<file path="config.mk">
export PLATFORM = sky130hd
export DESIGN_NAME = link_uart_tx
export DESIGN_NICKNAME = d
export VERILOG_FILES = /design/src/rtl/link_uart_tx.sv
export SDC_FILE = /design/constraint.sdc
export NUM_CORES = 1
export LEC_CHECK = 0
export ABC_AREA = 1
export CAP_MARGIN = 20
export CORE_UTILIZATION = 45
export DETAILED_ROUTE_END_ITERATION = 6
export GPL_TIMING_DRIVEN = 0
export REMOVE_ABC_BUFFERS = 1
export SLEW_MARGIN = 0
export SYNTH_ARGS = -nofsm -noshare
export SYNTH_HDL_FRONTEND = slang
export SYNTH_SLANG_ARGS = --single-unit
</file>
<file path="constraint.sdc">
create_clock -name clk -period 6.95 [get_ports clk]
set_clock_uncertainty 0.1 [all_clocks]
set_input_delay 1.39 -clock clk [delete_from_list [all_inputs] [get_ports clk]]
set_output_delay 1.39 -clock clk [all_outputs]
set_load 0.01 [all_outputs]
</file>
<file path="src/rtl/link_uart_tx.sv">
`default_nettype none
// ============================================================================
// Module      : link_uart_tx
// Description : Board-to-board UART transmitter. Edge-qualifies strobed event
//               bytes, buffers them in a small FIFO and sends 8N1 frames.
// Revision    : 1.0 - initial release
// ============================================================================
module link_uart_tx #(
    parameter int CLK_HZ    = 65_000_000,
    parameter int BAUD      = 115_200,
    parameter int DEPTH     = 4,
    parameter int STOP_BITS = 1
) (
    input  logic                     clk,
    input  logic                     rst,
    input  logic [7:0]               tx_data,
    input  logic                     tx_valid,
    output logic                     txd,
    output logic                     busy,
    output logic [$clog2(DEPTH):0]   fifo_count,
    output logic                     fifo_full,
    output logic                     overflow
);

    localparam int c_div   = CLK_HZ / BAUD;
    localparam int c_cnt_w = (c_div > 1) ? $clog2(c_div) : 1;
    localparam int c_ptr_w = $clog2(DEPTH);
    localparam int c_cnt_f = c_ptr_w + 1;

    localparam logic [c_cnt_w-1:0] c_div_last  = c_cnt_w'(c_div - 1);
    localparam logic [2:0]         c_stop_last = 3'(STOP_BITS - 1);
    localparam logic [c_cnt_f-1:0] c_depth     = c_cnt_f'(DEPTH);

    typedef enum logic [1:0] {
        S_IDLE  = 2'd0,
        S_START = 2'd1,
        S_DATA  = 2'd2,
        S_STOP  = 2'd3
    } state_t;

    state_t               r_state, w_state_n;
    logic [c_cnt_w-1:0]   r_bit_cnt, w_bit_cnt_n;
    logic [2:0]           r_idx, w_idx_n;
    logic [7:0]           r_shift, w_shift_n;
    logic                 r_txd, w_txd_n;
    logic                 r_busy, w_busy_n;

    logic [7:0]           r_mem [DEPTH];
    logic [c_ptr_w-1:0]   r_wr_ptr, r_rd_ptr;
    logic [c_cnt_f-1:0]   r_count;
    logic                 r_overflow;
    logic                 r_prev_valid;
    logic [7:0]           r_prev_data;

    logic                 w_push, w_pop, w_wr, w_drop, w_full, w_bit_end;
    logic [7:0]           w_head;

    // A byte counts once per rising strobe, or again when the data changes under a held strobe
    assign w_push    = tx_valid & (~r_prev_valid | (tx_data != r_prev_data));
    assign w_full    = (r_count == c_depth);
    assign w_wr      = w_push & (~w_full | w_pop);
    assign w_drop    = w_push & w_full & ~w_pop;
    assign w_head    = r_mem[r_rd_ptr];
    assign w_bit_end = (r_bit_cnt == c_div_last);

    always_comb begin
        w_state_n   = r_state;
        w_bit_cnt_n = r_bit_cnt;
        w_idx_n     = r_idx;
        w_shift_n   = r_shift;
        w_txd_n     = r_txd;
        w_busy_n    = r_busy;
        w_pop       = 1'b0;
        case (r_state)
            S_IDLE: begin
                w_txd_n  = 1'b1;
                w_busy_n = 1'b0;
                if (r_count != '0) begin
                    w_pop       = 1'b1;
                    w_state_n   = S_START;
                    w_bit_cnt_n = '0;
                    w_shift_n   = w_head;
                    w_txd_n     = 1'b0;
                    w_busy_n    = 1'b1;
                end
            end
            S_START: begin
                w_bit_cnt_n = r_bit_cnt + c_cnt_w'(1);
                if (w_bit_end) begin
                    w_bit_cnt_n = '0;
                    w_idx_n     = '0;
                    w_txd_n     = r_shift[0];
                    w_state_n   = S_DATA;
                end
            end
            S_DATA: begin
                w_bit_cnt_n = r_bit_cnt + c_cnt_w'(1);
                if (w_bit_end) begin
                    w_bit_cnt_n = '0;
                    w_shift_n   = r_shift >> 1;
                    w_txd_n     = r_shift[1];
                    w_idx_n     = r_idx + 3'd1;
                    if (r_idx == 3'd7) begin
                        w_idx_n   = '0;
                        w_txd_n   = 1'b1;
                        w_state_n = S_STOP;
                    end
                end
            end
            S_STOP: begin
                w_bit_cnt_n = r_bit_cnt + c_cnt_w'(1);
                if (w_bit_end) begin
                    w_bit_cnt_n = '0;
                    if (r_idx == c_stop_last) begin
                        w_idx_n = '0;
                        // Chain the next frame straight out of the stop bit to avoid an idle gap
                        if (r_count != '0) begin
                            w_pop     = 1'b1;
                            w_state_n = S_START;
                            w_shift_n = w_head;
                            w_txd_n   = 1'b0;
                        end else begin
                            w_state_n = S_IDLE;
                            w_busy_n  = 1'b0;
                            w_txd_n   = 1'b1;
                        end
                    end else begin
                        w_idx_n = r_idx + 3'd1;
                    end
                end
            end
            default: begin
                w_state_n = S_IDLE;
                w_txd_n   = 1'b1;
                w_busy_n  = 1'b0;
            end
        endcase
    end

    always_ff @(posedge clk) begin
        if (rst) begin
            r_state      <= S_IDLE;
            r_bit_cnt    <= '0;
            r_idx        <= '0;
            r_shift      <= '0;
            r_txd        <= 1'b1;
            r_busy       <= 1'b0;
            r_wr_ptr     <= '0;
            r_rd_ptr     <= '0;
            r_count      <= '0;
            r_overflow   <= 1'b0;
            r_prev_valid <= 1'b0;
            r_prev_data  <= '0;
        end else begin
            r_state      <= w_state_n;
            r_bit_cnt    <= w_bit_cnt_n;
            r_idx        <= w_idx_n;
            r_shift      <= w_shift_n;
            r_txd        <= w_txd_n;
            r_busy       <= w_busy_n;
            r_prev_valid <= tx_valid;
            r_prev_data  <= tx_data;
            if (w_wr)  r_wr_ptr <= r_wr_ptr + c_ptr_w'(1);
            if (w_pop) r_rd_ptr <= r_rd_ptr + c_ptr_w'(1);
            if (w_wr && !w_pop)      r_count <= r_count + c_cnt_f'(1);
            else if (w_pop && !w_wr) r_count <= r_count - c_cnt_f'(1);
            if (w_drop) r_overflow <= 1'b1;
        end
    end

    always_ff @(posedge clk) begin
        if (w_wr) r_mem[r_wr_ptr] <= tx_data;
    end

    assign txd        = r_txd;
    assign busy       = r_busy;
    assign fifo_count = r_count;
    assign fifo_full  = w_full;
    assign overflow   = r_overflow;

endmodule
`default_nettype wire

</file>
# Word-level counts from Yosys, hierarchy flattened
# Memories as Yosys holds them, arrays and structs flattened. A register that Yosys moved wholly into a read port is not among the register bits.
# Cells that the tools add are included.
dict set report totals {
  register_bits 42
  latchBits 0
  mem_bits_rw 32
  rom_bits 0
  memories 1
}
dict set report op_classes {
  add_sub_neg 6
  multipliers 0
  div 0
  order_cmp 0
  eq_ne 14
  n_shift 0
  n_mux 43
  bitwise 9
  n_reduce_logical 17
}
# memory depth word_bits rd rd_clocked_by_memory_dff wr line_no
set mem_list {}
lappend mem_list {r_mem 4 8 1 1 1 48} ;# logic [7:0] r_mem [DEPTH];
# cell n
set op_table {}
lappend op_table {{8-bit 2-to-1 mux} 4}
lappend op_table {{8-bit case mux with 3 select lines} 1}
lappend op_table {{3-bit 2-to-1 mux} 7}
lappend op_table {{10-bit 2-to-1 mux} 2}
lappend op_table {{10-bit case mux with 2 select lines} 1}
lappend op_table {{2-bit 2-to-1 mux} 8}
lappend op_table {{4-bit AND reduction} 4}
lappend op_table {{1-bit 2-to-1 mux} 15}
lappend op_table {{2-bit != test (second input constant)} 7}
lappend op_table {{10-bit by 1-bit adder with 10-bit output (second input constant)} 1}
lappend op_table {{10-bit equality test (second input constant)} 1}
lappend op_table {{3-bit case mux with 3 select lines} 1}
lappend op_table {{3-bit nonzero test} 3}
lappend op_table {{8-bit != test} 1}
lappend op_table {{2-bit case mux with 4 select lines} 1}
lappend op_table {{3-bit by 1-bit adder with 3-bit output (second input constant)} 2}
lappend op_table {{3-bit equality test (second input constant)} 2}
lappend op_table {{6-bit AND reduction} 1}
lappend op_table {{2-bit by 1-bit adder with 2-bit output (second input constant)} 2}
lappend op_table {{1-bit AND} 4}
lappend op_table {{2-bit equality test (second input constant)} 2}
lappend op_table {{1-bit case mux with 2 select lines} 2}
lappend op_table {{1-bit case mux with 4 select lines} 1}
lappend op_table {{2-bit nonzero test} 2}
lappend op_table {{9 further kinds} 14}

# Depth between registers and ports, before layout
# Gate-level depths: netlist (run 1).
dict set report logic_depth {
  ltp_word 11
  mapped_depth 17
  depth_no_buf 17
}

# Least setup slack after synthesis (run 1)
# No wires, ideal clock.
dict set report synth_path {
  kind {input to register}
  start {in tx_data[6]}
  end {reg r_count[2] (netlist: fifo_count[2])}
  setup_ns 0.122
  arrival_time_ns 3.080
  required_ns 6.728
  slack_ns 3.648
  stages 15
  path_buffers 0
  path_cell_list {inv_1 -> o21ai_0 -> nor2_1 -> nand3_1 -> nor2_1 -> nor2_1 -> nand2_1 -> inv_1 -> ha_1 -> inv_1 -> fa_1 -> a21oi_1 -> o21ai_0 -> o21ai_0 -> a21oi_1}
}
dict set report synth_between {
  elab_chain_len 7
  elab_cells_between_ends 9
  classes_between {eq/ne (1); mux (1); bitwise (3); reduce/logical (4)}
}
# item line_no
set synth_lines {}
lappend synth_lines {{from (decl)} 16} ;# input logic [7:0] tx_data,
lappend synth_lines {{8-bit != test *} 59} ;# assign w_push = tx_valid & (~r_prev_valid | (tx_data != r_prev_data));
lappend synth_lines {{1-bit OR *} 59}
lappend synth_lines {{1-bit AND *} 59}
lappend synth_lines {{1-bit AND *} 61} ;# assign w_wr = w_push & (~w_full | w_pop);
lappend synth_lines {{named net w_wr} 55} ;# logic w_push, w_pop, w_wr, w_drop, w_full, w_bit_end;
lappend synth_lines {{1-bit zero test} 166} ;# else if (w_pop && !w_wr) r_count <= r_count - c_cnt_f'(1);
lappend synth_lines {{1-bit logical AND} 166}
lappend synth_lines {{2-bit nonzero test (no source line)} -}
lappend synth_lines {{to (signal assigned)} 165} ;# if (w_wr && !w_pop) r_count <= r_count + c_cnt_f'(1);
lappend synth_lines {{to (signal assigned)} 166}
lappend synth_lines {{to (decl)} 50} ;# logic [c_cnt_f-1:0] r_count;
# The timed path passes the listed nets; every way through them passes the cells marked *.
# A chain may end at the register's enable or synchronous reset.

# Final worst setup path (run 1)
# Ends and elaborated chain as after synthesis.

==> impl_results.md, run 1 <==
- Overflow left after global routing: 0
- Total of max-cap violations: 0
- Row count: 32
- DRC: 0
- Simple logic cell fraction of the synthesized area: 0.236
- Transition time at the pin with the least slew margin: ~1.0 ns
- Cell depth of the worst min-delay path: 2
- Setup-failing EPs final: 0
- Number of enable-type register cells in the synthesized netlist: 32
- Path class of the lowest-slack min-delay path: flop to flop
- Final GP Congestion: between 0.8 and 0.9
- Commonest cells in the synthesized netlist: nand2_1, nor2_1, inv_1, dfxtp_1, o21ai_0
- Portion of the clock cycle consumed by the worst path in the final layout: 0.563
- Detail-routed net length per standard cell: between 10 and 15 microns
- Clock sink total: 76
- Number of distinct standard cells referenced by the synthesized netlist: 35
- Initial antenna violation count: 0
- Number of standard cells after synthesis: 429
- Fraction of synthesis flops using an asynchronous set or reset pin: 0
- Placed wire-length estimate: between 4 and 5 mm
- Maximum net fanout on the critical path: 5
- Library cell with the highest instance count after synthesis: nand2_1
- Die Span Y: 91.0 microns
- Antenna diode instance count: 0
- Hold_buf cts: 0
- Pwr/cell area: around 350 nW/um^2
- Number of port buffers: 17
- Syn-to-layout area delta: 12.5%
- Largest net degree at the start of global routing: 24
- Worst relative slew slack: 0.308
- Capturing element type of the critical path: flop
- Final setup margin: 3.04 ns
- Sequential area share after synthesis: 0.517
- Dominant cell type by area after synthesis: edfxtp_1
- Number of nets still failing antenna checks after routing: 0
- Pins Over Slew Limit: 0
- Postcts setup bufs: 0
- Placement Setup Slack: 2.67 ns
- Critical path arrival: 4.04 ns
- Leakage: between 1.5 and 2 nW
- Number of design-rule violations left by the first detailed-router iteration: 142
- Resized cells post-CTS: 0
- Total Negative Setup Slacks: 0 ns
- Pre-antenna DRT Iters: 4
- Vias per inst: 4.93
- Global-route wire length before repair: between 10 and 15 mm
- Layout fillers: 730
- I/O pin total: 18
- Maximum achievable frequency: 256 MHz
- Share of the synthesized area in the top cell type: 0.270
- Time the worst path needs with I/O delays and setup: between 3 and 4 ns
- CTS tree: yes
- Worst reg-to-reg path cell count: 14
- Main synth FF type: dfxtp_1
- Worst ir drop on vdd: 0.172 mV
- Initial standard-cell utilization of the core: 0.464
- Adder and majority cell fraction of the synthesized area: 0.0583
- Clock latency of the later-clocked register in the worst-skew pair: 0.35 ns
- Post-synthesis cell area: roughly 3600 sq um
- Total via count in the routed design: 2720
- Compound-Gate Fraction of Synth Area: 0.111
- Number of buffers created by CTS: 9
- Bufs on Longest Clock Path: 2
- Multiplexer fraction of the synthesized cell area: 0
- Vias in the first global route: 2564
- Number of hold violations in the final report: 0
- Clock tree root buffer cell: clkbuf_8
- Nets: 472
- Overall fraction of global-route tracks in use: 0.184
- Fraction of synthesized cell area in xor and xnor cells: 0.00983
- Data required time of the worst path: slightly above 7 ns
- Area of the core: approximately 7700 sq um
- DIE WIDTH: just over 90 microns
- Setup repair after global routing missed its margin: no
- Status: complete, no violations
- Overall die area: between 8000 and 9000 sq um
- Clk slew on worst S/H paths: 0.08 ns
- Post-Route WL: approximately 7 mm
- Synth warn: 0
- Launching element type of the critical path: input pin
- Layout cells sized above 1: 0.0533
- H-tree levels: 3
- Dominant combinational cell family by area after synthesis: simple AND/OR/NAND/NOR gates
- Synthesized flop and latch total: 76
- Category of the critical setup timing path: input pin to flop
- Average footprint of a synthesized cell: 8.31 sq um
- Largest cells by area after synthesis: edfxtp_1, dfxtp_1, nand2_1
cell usage in the layout, fill, tap and decap left out, types with 3 or more instances in the layout:
cell type	instances
a21oi_1	28
clkbuf_8	9
clkdlybuf4s50_1	17
dfxtp_1	44
edfxtp_1	32
ha_1	15
inv_1	47
nand2_1	83
nand3_1	18
nand4_1	4
nor2_1	79
nor2_4	3
nor3_1	3
o21ai_0	40
xnor2_1	3
cell families after synthesis:
family	count (synthesis)
XOR/XNOR	4
adder cells (fa/ha/maj)	16
AND/OR/NAND/NOR	198
AO/OA/AOI/OAI	75
flip-flops	76
buffers and inverters	60
layer usage:
metal	global-route usage	wire, microns	vias to the layer above
met5	0	0	-
met4	0.0582	40	0
met3	0.0452	318	4
met2	0.287	3060	51
met1	0.251	3430	1234
li1	-	-	1431
through the flow:
stage	cell area, sq um	power (mW)	hold slack [ns]	std cells	utilization
2_1_floorplan	3500	0.923	0.354	417	-
3_3_place_gp	3800	1.05	0.358	536	0.494
3_5_place_dp	3800	1.07	0.367	536	0.494
4_1_cts	4010	1.42	0.389	552	0.521
5_1_grt	4010	1.52	0.412	552	0.521
6_report	4010	1.41	0.387	552	0.521
final cells by class:
type | instances | area, sq um | share of cell area
Multi-Input combinational cell | 293 | 1480 | 0.369
Tap cell | 102 | 128 | 0.0318
Sequential cell | 76 | 1840 | 0.459
Timing Repair Buffer | 17 | 170 | 0.0424
Clock inverter | 5 | 77.6 | 0.0194
Clock buffer | 11 | 131 | 0.0328
Inverter | 48 | 181 | 0.0453
flip-flops by register name, summed over array words and instances, names as in the netlist, named ones only:
signal	count
r_mem	32
r_bit_cnt	10
r_prev_data	8
r_shift	8
fifo_count	3
r_idx	3
r_rd_ptr	2
r_state	2
r_wr_ptr	2
busy	1
overflow	1
r_prev_valid	1
txd	1
report_power, final:
group          switching (mW)  internal (mW)
registers              0.0612          0.540
logic                   0.282          0.169
clock network           0.155          0.201
total                   0.499          0.911
worst max-delay path, cell delays in order:
cell,delay [ns]
clkdlybuf4s50_1,0.55
inv_1,0.12
o21ai_0,0.17
nor2_1,0.06
nand3_1,0.09
nor2_1,0.05
nor2_1,0.24
nand2_1,0.21
inv_1,0.10
ha_1,0.14
inv_1,0.07
fa_1,0.39
a21oi_1,0.15
o21ai_0,0.11
o21ai_0,0.16
a21oi_1,0.06
worst paths after layout:
check | start | to | slack [ns]
worst min register to register | overflow | overflow | 0.39
worst max register to register | r_state[0] | fifo_count[2] | 3.82
worst max-delay path | tx_data[6] | fifo_count[2] | 3.04
worst min-delay path | overflow | overflow | 0.39
Power figures use the tool's default switching activity.
==> inputs of run 2 (changes only) <==
==> constraint.sdc (replaced) <==
create_clock -name clk -period 4.11 [get_ports clk]
set_clock_uncertainty 0.1 [all_clocks]
set_input_delay 0.822 -clock clk [delete_from_list [all_inputs] [get_ports clk]]
set_output_delay 0.822 -clock clk [all_outputs]
set_load 0.01 [all_outputs]
==> results of run 2 <==
Same layout as run 1 (identical final DEF). Status: complete, no violations.
Among the figures that moved: setup slack after placement 2.67 ns -> 0.394 ns; setup slack after layout 3.04 ns -> 0.764 ns; register-to-register setup slack 3.82 ns -> 0.98 ns; total power 1.41 mW -> 2.38 mW; worst IR drop on VDD 0.172 mV -> 0.291 mV
==> RTL edit 1 (settings of run 1) <==
Take the reset off `r_shift` and `r_prev_data` and load them in a clocked block of their own.
--- a/src/rtl/link_uart_tx.sv
+++ b/src/rtl/link_uart_tx.sv
@@ -142,7 +142,6 @@
             r_state      <= S_IDLE;
             r_bit_cnt    <= '0;
             r_idx        <= '0;
-            r_shift      <= '0;
             r_txd        <= 1'b1;
             r_busy       <= 1'b0;
             r_wr_ptr     <= '0;
@@ -150,22 +149,24 @@
             r_count      <= '0;
             r_overflow   <= 1'b0;
             r_prev_valid <= 1'b0;
-            r_prev_data  <= '0;
         end else begin
             r_state      <= w_state_n;
             r_bit_cnt    <= w_bit_cnt_n;
             r_idx        <= w_idx_n;
-            r_shift      <= w_shift_n;
             r_txd        <= w_txd_n;
             r_busy       <= w_busy_n;
             r_prev_valid <= tx_valid;
-            r_prev_data  <= tx_data;
             if (w_wr)  r_wr_ptr <= r_wr_ptr + c_ptr_w'(1);
             if (w_pop) r_rd_ptr <= r_rd_ptr + c_ptr_w'(1);
             if (w_wr && !w_pop)      r_count <= r_count + c_cnt_f'(1);
             else if (w_pop && !w_wr) r_count <= r_count - c_cnt_f'(1);
             if (w_drop) r_overflow <= 1'b1;
         end
+    end
+
+    always_ff @(posedge clk) begin
+        r_shift     <= w_shift_n;
+        r_prev_data <= tx_data;
     end
 
     always_ff @(posedge clk) begin
Formal check against the unedited RTL: no difference found for any inputs over 10 cycles, from zero or initial values and one cycle with rst high; that may be too few to reach the edited logic, so the function may still have changed.
==> RTL edit 1 against run 1 <==
- power is 2.8% higher
- sequential power is 7.0% higher
- routed wire length is 6.9% lower
- cell area is 1.5% lower
- critical path depth stayed put
- setup slack better by 0.12 ns
- area after synthesis is 1.1% lower
- count of clock-buffer cells in the layout is 2 lower
- sequential cell count stayed put
- sequential share of layout area is 2.7 points higher
==> RTL edit 1: results (changes against run 1) <==
{| class="wikitable"
! Metric !! Value
|-
| Via count of the first global-routing pass || 2307 (was 2564)
|-
| Number of synthesized flops with an enable pin || 40 (was 32)
|-
| First-pass GRT wire length || 10700 um (was 11900 um)
|-
| Origin of the critical flop-to-flop path || fifo_count[0] (was r_state[0])
|-
| Sequential share of power || 44.5% (was 42.7%)
|-
| # nets final || 433 (was 472)
|-
| Met3 usage || 5.22% (was 4.52%)
|-
| Iter 0 DRT Violations || 116 (was 142)
|-
| Clock network contribution to total cell area || 4.53% (was 5.21%)
|-
| DPL Wire Length || 4450 um (was 4660 um)
|-
| Maximum fanout along the worst path || 6 (was 5)
|-
| Post-synthesis compound-gate area fraction || 12.1% (was 11.1%)
|-
| DR vias || 2527 (was 2720)
|-
| Wirelength, routed || 6370 um (was 6850 um)
|-
| Hold Crit Start || busy (was overflow)
|-
| Final hold slack || 0.362 ns (was 0.387 ns)
|-
| Outcome || completed (unchanged)
|-
| Count of fill cells added during filler insertion || 683 (was 730)
|-
| Number of clock buffers in the layout || 9 (was 11)
|-
| Multi-input combinational gate total || 254 (was 293)
|-
| Length of routed met2 wiring || 2940 um (was 3060 um)
|-
| Worst-Margin Slew || 0.841 ns (was 1.03 ns)
|-
| Buffer share of cell area || 4.31% (was 4.24%)
|-
| LEAKAGE || 1.61 nW (was 1.65 nW)
|-
| P_comb || 0.000496 W (was 0.000451 W)
|-
| Internal portion of total power || 0.000895 W (was 0.000911 W)
|-
| Met2 Track Usage GR || 27.5% (was 28.7%)
|}
[RTL edit 1: cell types whose count changed in the layout (fill, tap and decap cells not counted), sizes merged, moves of 3 or more]
| cell | run 1 | this run |
|---|---|---|
| dfxtp | 44 | 36 |
| a21oi | 28 | 25 |
| inv | 47 | 51 |
| o22ai | 1 | 9 |
| o21ai | 40 | 33 |
| nand3 | 19 | 22 |
| edfxtp | 32 | 40 |
| nor2 | 83 | 54 |
| nand2 | 84 | 76 |
[RTL edit 1: stage by stage]
stage / total power (W) / setup slack (ns) / cells / util [%] / instance area (um^2)
final: 0.00145 / 3.16 / 510 / 53.3 / 3950
after global routing: 0.00157 / 2.86 / 510 / 53.3 / 3950
after CTS: 0.00146 / 3.12 / 510 / 53.3 / 3950
after detailed placement: 0.00116 / 2.75 / 494 / 50.9 / 3770
after global placement: 0.00115 / 2.81 / 494 / 50.9 / 3770
after floorplan: 0.00100 / 3.67 / 378 / - / 3470
==> RTL edit 2 (config.mk and constraints of run 1) <==
Made on the original files. Change the parameter `BAUD` from 115_200 to 230_400.
--- a/src/rtl/link_uart_tx.sv
+++ b/src/rtl/link_uart_tx.sv
@@ -7,7 +7,7 @@
 // ============================================================================
 module link_uart_tx #(
     parameter int CLK_HZ    = 65_000_000,
-    parameter int BAUD      = 115_200,
+    parameter int BAUD      = 230_400,
     parameter int DEPTH     = 4,
     parameter int STOP_BITS = 1
 ) (
Check against the original RTL: no difference found for any inputs over 10 cycles, from zero or initial values and one cycle with rst high; that may be too few to reach the edited logic, so the function may still have changed.
==> RTL edit 2 against run 1 <==
- cell area is 0.97% lower
- critical endpoint unchanged
- critical path type unchanged
- setup slack better by 0.28 ns
- power is 1.9% lower
- area after synthesis is 1.2% lower
- highest routed layer unchanged
- routed wire length hardly changed
- sequential cell count is 1 lower
- sequential share of layout area is 0.056 points lower
==> RTL edit 2: results (changes against run 1) <==
{| class="wikitable"
! Metric !! Value
|-
| Commonest cells in the synthesized netlist || sky130_fd_sc_hd__nor2_1 (76), sky130_fd_sc_hd__nand2_1 (74), sky130_fd_sc_hd__inv_1 (56), sky130_fd_sc_hd__dfxtp_1 (43), sky130_fd_sc_hd__o21ai_0 (38) (was sky130_fd_sc_hd__nand2_1 (83), sky130_fd_sc_hd__nor2_1 (79), sky130_fd_sc_hd__inv_1 (47), sky130_fd_sc_hd__dfxtp_1 (44), sky130_fd_sc_hd__o21ai_0 (40))
|-
| # nets final || 465 (was 472)
|-
| Final estimated routing congestion in global placement || 0.765 (was 0.824)
|-
| Maximum fanout along the worst path || 7 (was 5)
|-
| Top cells by area in the synthesized netlist || sky130_fd_sc_hd__edfxtp_1 (27%), sky130_fd_sc_hd__dfxtp_1 (24%), sky130_fd_sc_hd__nor2_1 (8.1%) (was sky130_fd_sc_hd__edfxtp_1 (27%), sky130_fd_sc_hd__dfxtp_1 (25%), sky130_fd_sc_hd__nand2_1 (8.7%))
|-
| Count of fill cells added during filler insertion || 691 (was 730)
|-
| Worst-Margin Slew || 0.972 ns (was 1.03 ns)
|-
| Via count of the first global-routing pass || 2517 (was 2564)
|-
| LEAKAGE || 1.66 nW (was 1.65 nW)
|-
| First-pass GRT wire length || 11900 um (about the same)
|-
| Worst-skew pair later-pin latency || 0.34 ns
|-
| Worst VDD drop || 0.209 mV (was 0.172 mV)
|-
| Number of cells after detailed placement || 525 (was 536)
|-
| Buffers added on ports || 17 (unchanged)
|-
| Global Route Usage Sum || 18.6% (was 18.4%)
|-
| Outcome || completed (unchanged)
|-
| Initial antenna violation count || 0 (unchanged)
|-
| Wirelength, routed || 6850 um (about the same)
|-
| Total number of yosys warnings || 0 (unchanged)
|-
| Post-Synthesis Mean Instance Area || 8.42 um^2 (was 8.31 um^2)
|-
| DPL Wire Length || 4640 um (was 4660 um)
|-
| Share of post-route cells with drive strength above 1 || 6.56% (was 5.33%)
|-
| Clock buffer depth || 2 (unchanged)
|-
| Iter 0 DRT Violations || 112 (was 142)
|-
| Root Buffer || sky130_fd_sc_hd__clkbuf_8 (unchanged)
|-
| Sequential cell area fraction in the yosys report || 51.7% (about the same)
|-
| DR vias || 2592 (was 2720)
|-
| Synth unique cells || 34 (was 35)
|-
| Top Registers || r_mem: 32 flops, r_bit_cnt: 9 flops (was r_mem: 32 flops, r_bit_cnt: 10 flops)
|-
| Via density per instance || 4.79 (was 4.93)
|-
| Maximum level of the CTS H-tree || 3 (unchanged)
|}
-- RTL edit 2: cell count changes after synthesis, moves of 2 or more --
cell / change
sky130_fd_sc_hd__inv_1: +9
sky130_fd_sc_hd__o21ai_0: -2
sky130_fd_sc_hd__nand3_1: -9
sky130_fd_sc_hd__o211a_1: +2
sky130_fd_sc_hd__nor3b_1: +2
sky130_fd_sc_hd__or2_2: -2
sky130_fd_sc_hd__a21oi_1: -7
sky130_fd_sc_hd__o21ai_1: +5
sky130_fd_sc_hd__o211ai_1: +2
sky130_fd_sc_hd__nand2_1: -9
sky130_fd_sc_hd__nand2_2: +3
sky130_fd_sc_hd__nor2_1: -3
-- RTL edit 2: stage by stage --
stage | power [W] | instance area [um^2] | worst slack, ns
finish | 0.00138 | 3970 | 3.32
global route | 0.00150 | 3970 | 2.99
CTS | 0.00140 | 3970 | 3.36
detailed placement | 0.00107 | 3780 | 3.02
global placement | 0.00106 | 3780 | 3.06
floorplan | 0.000923 | 3480 | 3.81
-- RTL edit 2: path summary, 6_finish.rpt --
path              startpoint       endpoint  slack, ns
hold / removal      overflow       overflow       0.36
hold reg to reg     overflow       overflow       0.36
setup / recovery  tx_data[1]  fifo_count[2]       3.32
setup reg to reg  r_state[0]  fifo_count[2]       3.99
-- RTL edit 2: kinds of logic after synthesis --
group	Yosys count	share of synthesized area (%)
simple gates	178	21.6
fa+ha+maj	17	6.25
xor+xnor	4	0.995
flops	75	51.7
mux	1	0.284
buf+inv	67	7.39
compound gates	76	11.7
-- RTL edit 2: layout make-up --
cell class | count | area [um^2] | share of cell area, %
clock buffers | 10 | 128 | 3.21
clock inverters | 6 | 65.1 | 1.64
inverters | 58 | 223 | 5.61
multi-input cells | 276 | 1440 | 36.2
flip-flops and latches | 75 | 1820 | 45.9
well taps | 99 | 124 | 3.12
repair buffers | 17 | 170 | 4.29
-- RTL edit 2: metal layers --
layer | share of wire (%) | GRT usage, %
met1 | 51 | 25.8
met2 | 44 | 28.4
met3 | 3.4 | 3.70
met4 | 1.5 | 7.66
met5 | 0 | 0
-- RTL edit 2: power by group --
group | internal, W | switching [W]
logic | 0.000171 | 0.000294
clock network | 0.000167 | 0.000160
registers | 0.000534 | 0.0000571
-- RTL edit 2: tightest hold or removal path, delay by kind of cell (launching register included) --
family / cells / cell delay, ns
AO/OA/AOI/OAI: 1 / 0.05
buffers and inverters: 1 / 0.05
flip-flops: 1 / 0.32
